File: src/rtl/gobang_move_ctrl.sv
// Move/undo sequencer for the gobang board datapath: validates and writes stones,
// detects five-in-a-row, tracks the side to move and keeps a LIFO history for retract.
module gobang_move_ctrl #(
    parameter int unsigned BOARD_SIZE = 15,
    parameter int unsigned HIST_DEPTH = 225,
    parameter int unsigned CNT_W      = 8
) (
    input  logic                  clk,
    input  logic                  rst_n,
    input  logic                  clr,
    input  logic                  move_req,
    input  logic [3:0]            move_i,
    input  logic [3:0]            move_j,
    input  logic                  retract_req,
    output logic                  move_ack,
    output logic                  move_rej,
    output logic                  retract_ack,
    output logic                  retract_rej,
    output logic                  busy,
    output logic                  cur_color,
    output logic                  game_over,
    output logic                  winner,
    output logic                  board_full,
    output logic [CNT_W-1:0]      move_count,
    output logic                  dp_clr,
    output logic                  dp_write,
    output logic                  dp_retract,
    output logic [3:0]            dp_write_i,
    output logic [3:0]            dp_write_j,
    output logic                  dp_write_color,
    output logic [3:0]            dp_logic_i,
    input  logic [BOARD_SIZE-1:0] dp_logic_row,
    output logic [3:0]            dp_consider_i,
    output logic [3:0]            dp_consider_j,
    input  logic [8:0]            dp_black_i,
    input  logic [8:0]            dp_black_j,
    input  logic [8:0]            dp_black_ij,
    input  logic [8:0]            dp_black_ji,
    input  logic [8:0]            dp_white_i,
    input  logic [8:0]            dp_white_j,
    input  logic [8:0]            dp_white_ij,
    input  logic [8:0]            dp_white_ji
);

    localparam logic [3:0]       EdgeLen = 4'(BOARD_SIZE);
    localparam logic [CNT_W-1:0] FullCnt = CNT_W'(HIST_DEPTH);

    typedef enum logic [2:0] {StIdle, StChk, StWr, StWin, StRet} state_e;

    state_e           state_q;
    logic             move_ack_q, move_rej_q, retract_ack_q, retract_rej_q;
    logic             cur_color_q, game_over_q, winner_q;
    logic [CNT_W-1:0] move_count_q;
    logic             dp_write_q, dp_retract_q, dp_write_color_q;
    logic [3:0]       dp_write_i_q, dp_write_j_q, dp_logic_i_q;
    logic [3:0]       dp_consider_i_q, dp_consider_j_q;

    // History entry: {colour, row, column}; move_count doubles as the stack pointer.
    logic [8:0]       stack_q [HIST_DEPTH];
    logic [8:0]       top_entry;
    logic [15:0]      row_ext;
    logic             illegal;
    logic             five_found;

    function automatic logic has_five(input logic [8:0] w);
        logic f;
        f = 1'b0;
        for (int k = 0; k < 5; k++) begin
            f = f | (w[k +: 5] == 5'b11111);
        end
        return f;
    endfunction

    assign top_entry  = stack_q[move_count_q - CNT_W'(1)];
    assign row_ext    = 16'(dp_logic_row);
    assign board_full = (move_count_q == FullCnt);
    assign illegal    = (dp_write_i_q >= EdgeLen) || (dp_write_j_q >= EdgeLen) ||
                        row_ext[dp_write_j_q] || board_full;
    assign five_found = cur_color_q
        ? (has_five(dp_white_i) | has_five(dp_white_j) | has_five(dp_white_ij) |
           has_five(dp_white_ji))
        : (has_five(dp_black_i) | has_five(dp_black_j) | has_five(dp_black_ij) |
           has_five(dp_black_ji));

    always_ff @(posedge clk or negedge rst_n) begin
        if (!rst_n) begin
            state_q          <= StIdle;
            move_ack_q       <= 1'b0;
            move_rej_q       <= 1'b0;
            retract_ack_q    <= 1'b0;
            retract_rej_q    <= 1'b0;
            cur_color_q      <= 1'b0;
            game_over_q      <= 1'b0;
            winner_q         <= 1'b0;
            move_count_q     <= '0;
            dp_write_q       <= 1'b0;
            dp_retract_q     <= 1'b0;
            dp_write_color_q <= 1'b0;
            dp_write_i_q     <= '0;
            dp_write_j_q     <= '0;
            dp_logic_i_q     <= '0;
            dp_consider_i_q  <= '0;
            dp_consider_j_q  <= '0;
        end else if (clr) begin
            state_q       <= StIdle;
            move_ack_q    <= 1'b0;
            move_rej_q    <= 1'b0;
            retract_ack_q <= 1'b0;
            retract_rej_q <= 1'b0;
            dp_write_q    <= 1'b0;
            dp_retract_q  <= 1'b0;
            cur_color_q   <= 1'b0;
            game_over_q   <= 1'b0;
            winner_q      <= 1'b0;
            move_count_q  <= '0;
        end else begin
            move_ack_q    <= 1'b0;
            move_rej_q    <= 1'b0;
            retract_ack_q <= 1'b0;
            retract_rej_q <= 1'b0;
            dp_write_q    <= 1'b0;
            dp_retract_q  <= 1'b0;
            unique case (state_q)
                StIdle: begin
                    // Retract has priority; a simultaneous move request is dropped.
                    if (retract_req) begin
                        if (move_count_q == '0) begin
                            retract_rej_q <= 1'b1;
                        end else begin
                            {dp_write_color_q, dp_write_i_q, dp_write_j_q} <= top_entry;
                            dp_retract_q <= 1'b1;
                            state_q      <= StRet;
                        end
                    end else if (move_req) begin
                        if (game_over_q) begin
                            move_rej_q <= 1'b1;
                        end else begin
                            dp_logic_i_q <= move_i;
                            dp_write_i_q <= move_i;
                            dp_write_j_q <= move_j;
                            state_q      <= StChk;
                        end
                    end
                end
                StChk: begin
                    if (illegal) begin
                        move_rej_q <= 1'b1;
                        state_q    <= StIdle;
                    end else begin
                        dp_write_q       <= 1'b1;
                        dp_write_color_q <= cur_color_q;
                        state_q          <= StWr;
                    end
                end
                StWr: begin
                    dp_consider_i_q <= dp_write_i_q;
                    dp_consider_j_q <= dp_write_j_q;
                    state_q         <= StWin;
                end
                StWin: begin
                    move_ack_q   <= 1'b1;
                    move_count_q <= move_count_q + CNT_W'(1);
                    cur_color_q  <= ~cur_color_q;
                    if (five_found) begin
                        game_over_q <= 1'b1;
                        winner_q    <= cur_color_q;
                    end
                    state_q <= StIdle;
                end
                StRet: begin
                    cur_color_q   <= dp_write_color_q;
                    move_count_q  <= move_count_q - CNT_W'(1);
                    game_over_q   <= 1'b0;
                    winner_q      <= 1'b0;
                    retract_ack_q <= 1'b1;
                    state_q       <= StIdle;
                end
                default: state_q <= StIdle;
            endcase
        end
    end

    always_ff @(posedge clk) begin
        if (!clr && state_q == StWr) begin
            stack_q[move_count_q] <= {dp_write_color_q, dp_write_i_q, dp_write_j_q};
        end
    end

    assign move_ack       = move_ack_q;
    assign move_rej       = move_rej_q;
    assign retract_ack    = retract_ack_q;
    assign retract_rej    = retract_rej_q;
    assign busy           = (state_q != StIdle);
    assign cur_color      = cur_color_q;
    assign game_over      = game_over_q;
    assign winner         = winner_q;
    assign move_count     = move_count_q;
    assign dp_clr         = clr;
    assign dp_write       = dp_write_q;
    assign dp_retract     = dp_retract_q;
    assign dp_write_i     = dp_write_i_q;
    assign dp_write_j     = dp_write_j_q;
    assign dp_write_color = dp_write_color_q;
    assign dp_logic_i     = dp_logic_i_q;
    assign dp_consider_i  = dp_consider_i_q;
    assign dp_consider_j  = dp_consider_j_q;

endmodule

File: config.mk
export PLATFORM = sky130hd
export DESIGN_NAME = gobang_move_ctrl
export DESIGN_NICKNAME = d
export VERILOG_FILES = /design/src/rtl/gobang_move_ctrl.sv
export SDC_FILE = /design/constraint.sdc
export NUM_CORES = 2
export LEC_CHECK = 0
export ABC_AREA = 1
export CAP_MARGIN = 5
export CORE_UTILIZATION = 40
export CTS_CLUSTER_SIZE = 28
export DETAILED_ROUTE_END_ITERATION = 10
export GPL_TIMING_DRIVEN = 0
export PLACE_DENSITY_LB_ADDON = 0.1
export SYNTH_ARGS = -nofsm -noshare
export SYNTH_HDL_FRONTEND = slang
export SYNTH_SLANG_ARGS = --single-unit
File: constraint.sdc
create_clock -name clk -period 4.2 [get_ports clk]
set_clock_uncertainty 0.1 [all_clocks]
set_input_delay 0.84 -clock clk [delete_from_list [all_inputs] [get_ports clk]]
set_output_delay 0.84 -clock clk [all_outputs]
set_load 0.02 [all_outputs]
==> impl_metrics.py <==
metrics = {
    "synthesis": {
        "synthAdderAreaFrac_pct": 0.0739,
        "synth_nets": 7354,
        "synthTopCellsByArea": "edfxtp_1, nand3_1, nand2_1",
        "yosysWarnings": 0,
        "synth_top_family_by_area": "simple AND/OR/NAND/NOR gates",
        "async_flop_share_pct": 1.98,
        "synth_seq_cells": 2066,
        "synth_xor_area_share_pct": 0.0827,
        "syn_area_per_cell_sq_um": 11.7,
        "synth_top_cell_by_area": "edfxtp_1",
        "synth-main-ff-cell": "edfxtp_1",
        "synth_compound_area_share_pct": 0.570,
        "synth-seq-area-share_pct": 73.0,
        "synthCells": 7249,
        "synth.distinct_cells": 45,
        "synthMuxAreaShare_pct": 0,
        "netlist_area_sq_mm": 0.0847,
        "yosys.area.top_type_share_pct": 71.8,
        "synth-simple-area-share_pct": 23.2,
        "synth_edf_count": 2025,
    },
    "power": {
        "max-vdd-ir-drop_mv": 0.494,
        "power_density_mw_per_mm2": 792,
        "internal_power_mw": 43.9,
        "pwr-share-seq_pct": 33.8,
        "comb_power_share_pct": 41.8,
        "switchingPower_mw": 34.6,
        "p_sw_share_pct": 44.1,
        "clockPowerShare_pct": 24.4,
        "p_leak_nw": 35.2,
    },
    "min_path": {
        "min_path_cells": 2,
        "hp-class": "input pin to register",
        "min_delay_worst_endpoint": "move_rej",
        "hold_start": "clr",
    },
    "clock_tree": {
        "cts_tree": "yes",
        "clk_pin_slew_ns": 0.06,
        "cts_sinks": 2066,
        "cts_inserted_buffers": 219,
        "cts_root_buf": "clkbuf_16",
        "clk_path_buf_depth": 3,
        "insertion_delay_ns": 0.86,
        "htree_levels": 4,
    },
    "layout": {
        "finalNetCount": 7789,
        "post-route-util_pct": 47.2,
        "fin_cells": 10700,
        "area_growth_pct": 17.0,
        "fill_cells": 19100,
        "regArea_sq_mm": 0.0619,
        "drive_above_1_share_pct": 12.5,
        "multiInputGateArea_sq_mm": 0.0208,
    },
    "grt": {
        "grt_pass1_wl_microns": 471000,
        "gr-total-overflow": 0,
        "grt_max_degree": 78,
        "gr-usage-all-layers_pct": 32.4,
        "grt_pass1_vias": 56600,
        "antenna_found_initial": 22,
    },
    "placement": {
        "hpwl_microns": 242000,
        "post-place-cells": 10300,
        "gp_congestion": 1.01,
        "pre_cts_ws_ns": -1.87,
        "port_buffers": 138,
    },
    "setup_path": {
        "cp-end-kind": "register",
        "worstPathArrival_ns": 4.86,
        "start_kind": "register",
        "reg2reg_depth": 8,
        "worstReg2RegEnd": "stack_q[175][8]",
        "rrSetupSlack_ns": -0.19,
        "critPathMaxFanout": 6,
        "cp_data_required_time_ns": 4.67,
        "r2r_start": "move_count[1]",
        "path_class": "register to register",
        "critPathLaunch": "move_count[1]",
    },
    "drt": {
        "vias_per_cell": 5.83,
        "first_pass_iters": 7,
        "drc_errors": 0,
        "wire_per_inst_microns": 32.7,
        "wirelength_microns": 350000,
        "ant_nets": 0,
        "vias": 62300,
        "drt-initial-drc-count": 8984,
    },
    "floorplan": {
        "ios": 141,
        "start_util_pct": 40.3,
        "design.die.area_sq_mm": 0.214,
        "die_x_microns": 462,
        "rows": 168,
        "die_y_microns": 462,
        "core_area_sq_mm": 0.210,
    },
    "timing": {
        "rsz0062_at_grt": "no",
        "fin_crit_sh_pct": 105,
        "period_needed_ns": 4.39,
        "tns_ns": -5.14,
        "hold_viol": 0,
        "worstMarginPinSlew_ns": 1.45,
        "setup_ws_ns": -0.191,
        "setup_viol": 77,
        "slew_viol_final": 0,
        "slew_headroom_pct": 3.06,
        "max_freq_ghz": 0.228,
    },
    "outcome": {
        "outcome": "complete, but fails checks",
        "violations": "negative setup slack",
    },
    "job": {
        "drv_cap": 0,
    },
}
routing by layer:
layer	track usage [%]	vias up	share of wire [%]	wire length, microns
li1	-	26600	-	-
met1	43.2	31100	39	137000
met2	49.3	3922	45	157000
met3	7.36	696	10	35800
met4	17.2	12	5.7	20000
met5	0	-	0.021	73
area by class of cell:
cell class / instances / share of cell area, %
clock buffer: 288 / 5.99
timing repair buffer: 216 / 2.93
inverter: 58 / 0.225
antenna: 18 / 0.0455
buffer: 477 / 2.75
multi-input combinational: 4646 / 21.1
tap: 2805 / 3.54
clock inverter: 123 / 0.994
sequential: 2066 / 62.5
cell usage in the layout, fill, tap and decap left out, types with 30 or more instances in the layout:
| master | netlist | layout |
|---|---|---|
| edfxtp_1 | 2025 | 2025 |
| nand2_1 | 2279 | 2277 |
| nor2_4 | 1 | 34 |
| buf_6 | 9 | 34 |
| dfrtp_1 | 41 | 30 |
| clkinv_2 | 0 | 41 |
| buf_16 | 0 | 31 |
| clkinv_1 | 0 | 59 |
| clkbuf_2 | 0 | 43 |
| nor2_2 | 4 | 84 |
| clkdlybuf4s50_1 | 0 | 137 |
| buf_4 | 28 | 62 |
| inv_1 | 49 | 49 |
| buf_2 | 300 | 284 |
| clkbuf_1 | 100 | 94 |
| nor2_1 | 279 | 166 |
| o21ai_0 | 32 | 32 |
| nand3_1 | 1968 | 1949 |
| clkbuf_16 | 0 | 227 |
flip-flops by register name (all words and copies together) (netlist names), 3 cells and up:
register       flops
dp_consider_i      4
dp_write_i         4
dp_logic_i         4
state_q            3
dp_write_j         4
move_count         8
dp_consider_j      4
stack_q         2025
worst max-delay path by stage:
| stage | end |
|---|---|
| floorplan | dp_write_color |
| global placement | dp_write_i[1] |
| detailed placement | dp_write_j[1] |
| CTS | stack_q[169][2] |
| global route | stack_q[175][8] |
| finish | stack_q[175][8] |
power groups by stage:
stage,Combinational (mW),Clock (mW),Sequential [mW]
6_report,32.8,19.1,26.5
5_1_grt,33.4,19.9,26.6
4_1_cts,31.6,19.1,26.5
3_5_place_dp,31.0,0,27.0
3_3_place_gp,27.1,0,29.8
2_1_floorplan,13.2,0,28.1
what timing repair did:
action,CTS,global route
setup buffers,1,0
endpoints found under the setup margin,1353,285
pin swaps,1,0
gates resized for setup,295,74
cloned,0,0
hold endpoints to repair,21,0
hold buffers,1,0
per-stage QoR:
| stage | power [mW] | instance area, sq um | hold WS (ns) |
|---|---|---|---|
| after CTS | 77.2 | 98800 | 0.169 |
| after detailed placement | 57.9 | 91100 | 0.373 |
| after global routing | 79.9 | 99000 | 0.200 |
| after floorplan | 41.3 | 84700 | 0.433 |
| final | 78.5 | 99000 | 0.200 |
| after global placement | 56.9 | 89600 | 0.368 |
critical path, stage by stage, from the launching register on:
cell      delay [ns]
dfrtp_2         0.60
ha_1            0.51
inv_1           0.08
nor2_1          0.52
nand2_1         0.60
clkbuf_2        0.51
buf_16          0.29
nor2_1          0.60
buf_6           0.26
cell usage after synthesis, types with 2 or more instances:
cell / count
a21oi_1: 29
buf_1: 42
buf_2: 300
buf_4: 28
buf_6: 9
clkbuf_1: 100
dfrtp_1: 41
edfxtp_1: 2025
ha_1: 5
inv_1: 49
inv_2: 8
nand2_1: 2279
nand2_2: 4
nand3_1: 1968
nand3_2: 2
nand4_1: 4
nor2_1: 279
nor2_2: 4
nor3_1: 4
nor3_4: 2
nor4_1: 2
o211ai_1: 2
o21a_1: 2
o21ai_0: 32
o221ai_1: 4
o22ai_1: 5
xor2_1: 2
cells by family (layout without fill, tap and decap cells):
family | Yosys count | count (layout)
flip-flops | 2066 | 2066
other | 0 | 18
buffers and inverters | 537 | 1162
AND/OR/NAND/NOR | 4552 | 4552
XOR/XNOR | 5 | 5
AO/OA/AOI/OAI | 84 | 84
adder cells (fa/ha/maj) | 5 | 5
Power figures use the tool's default switching activity.
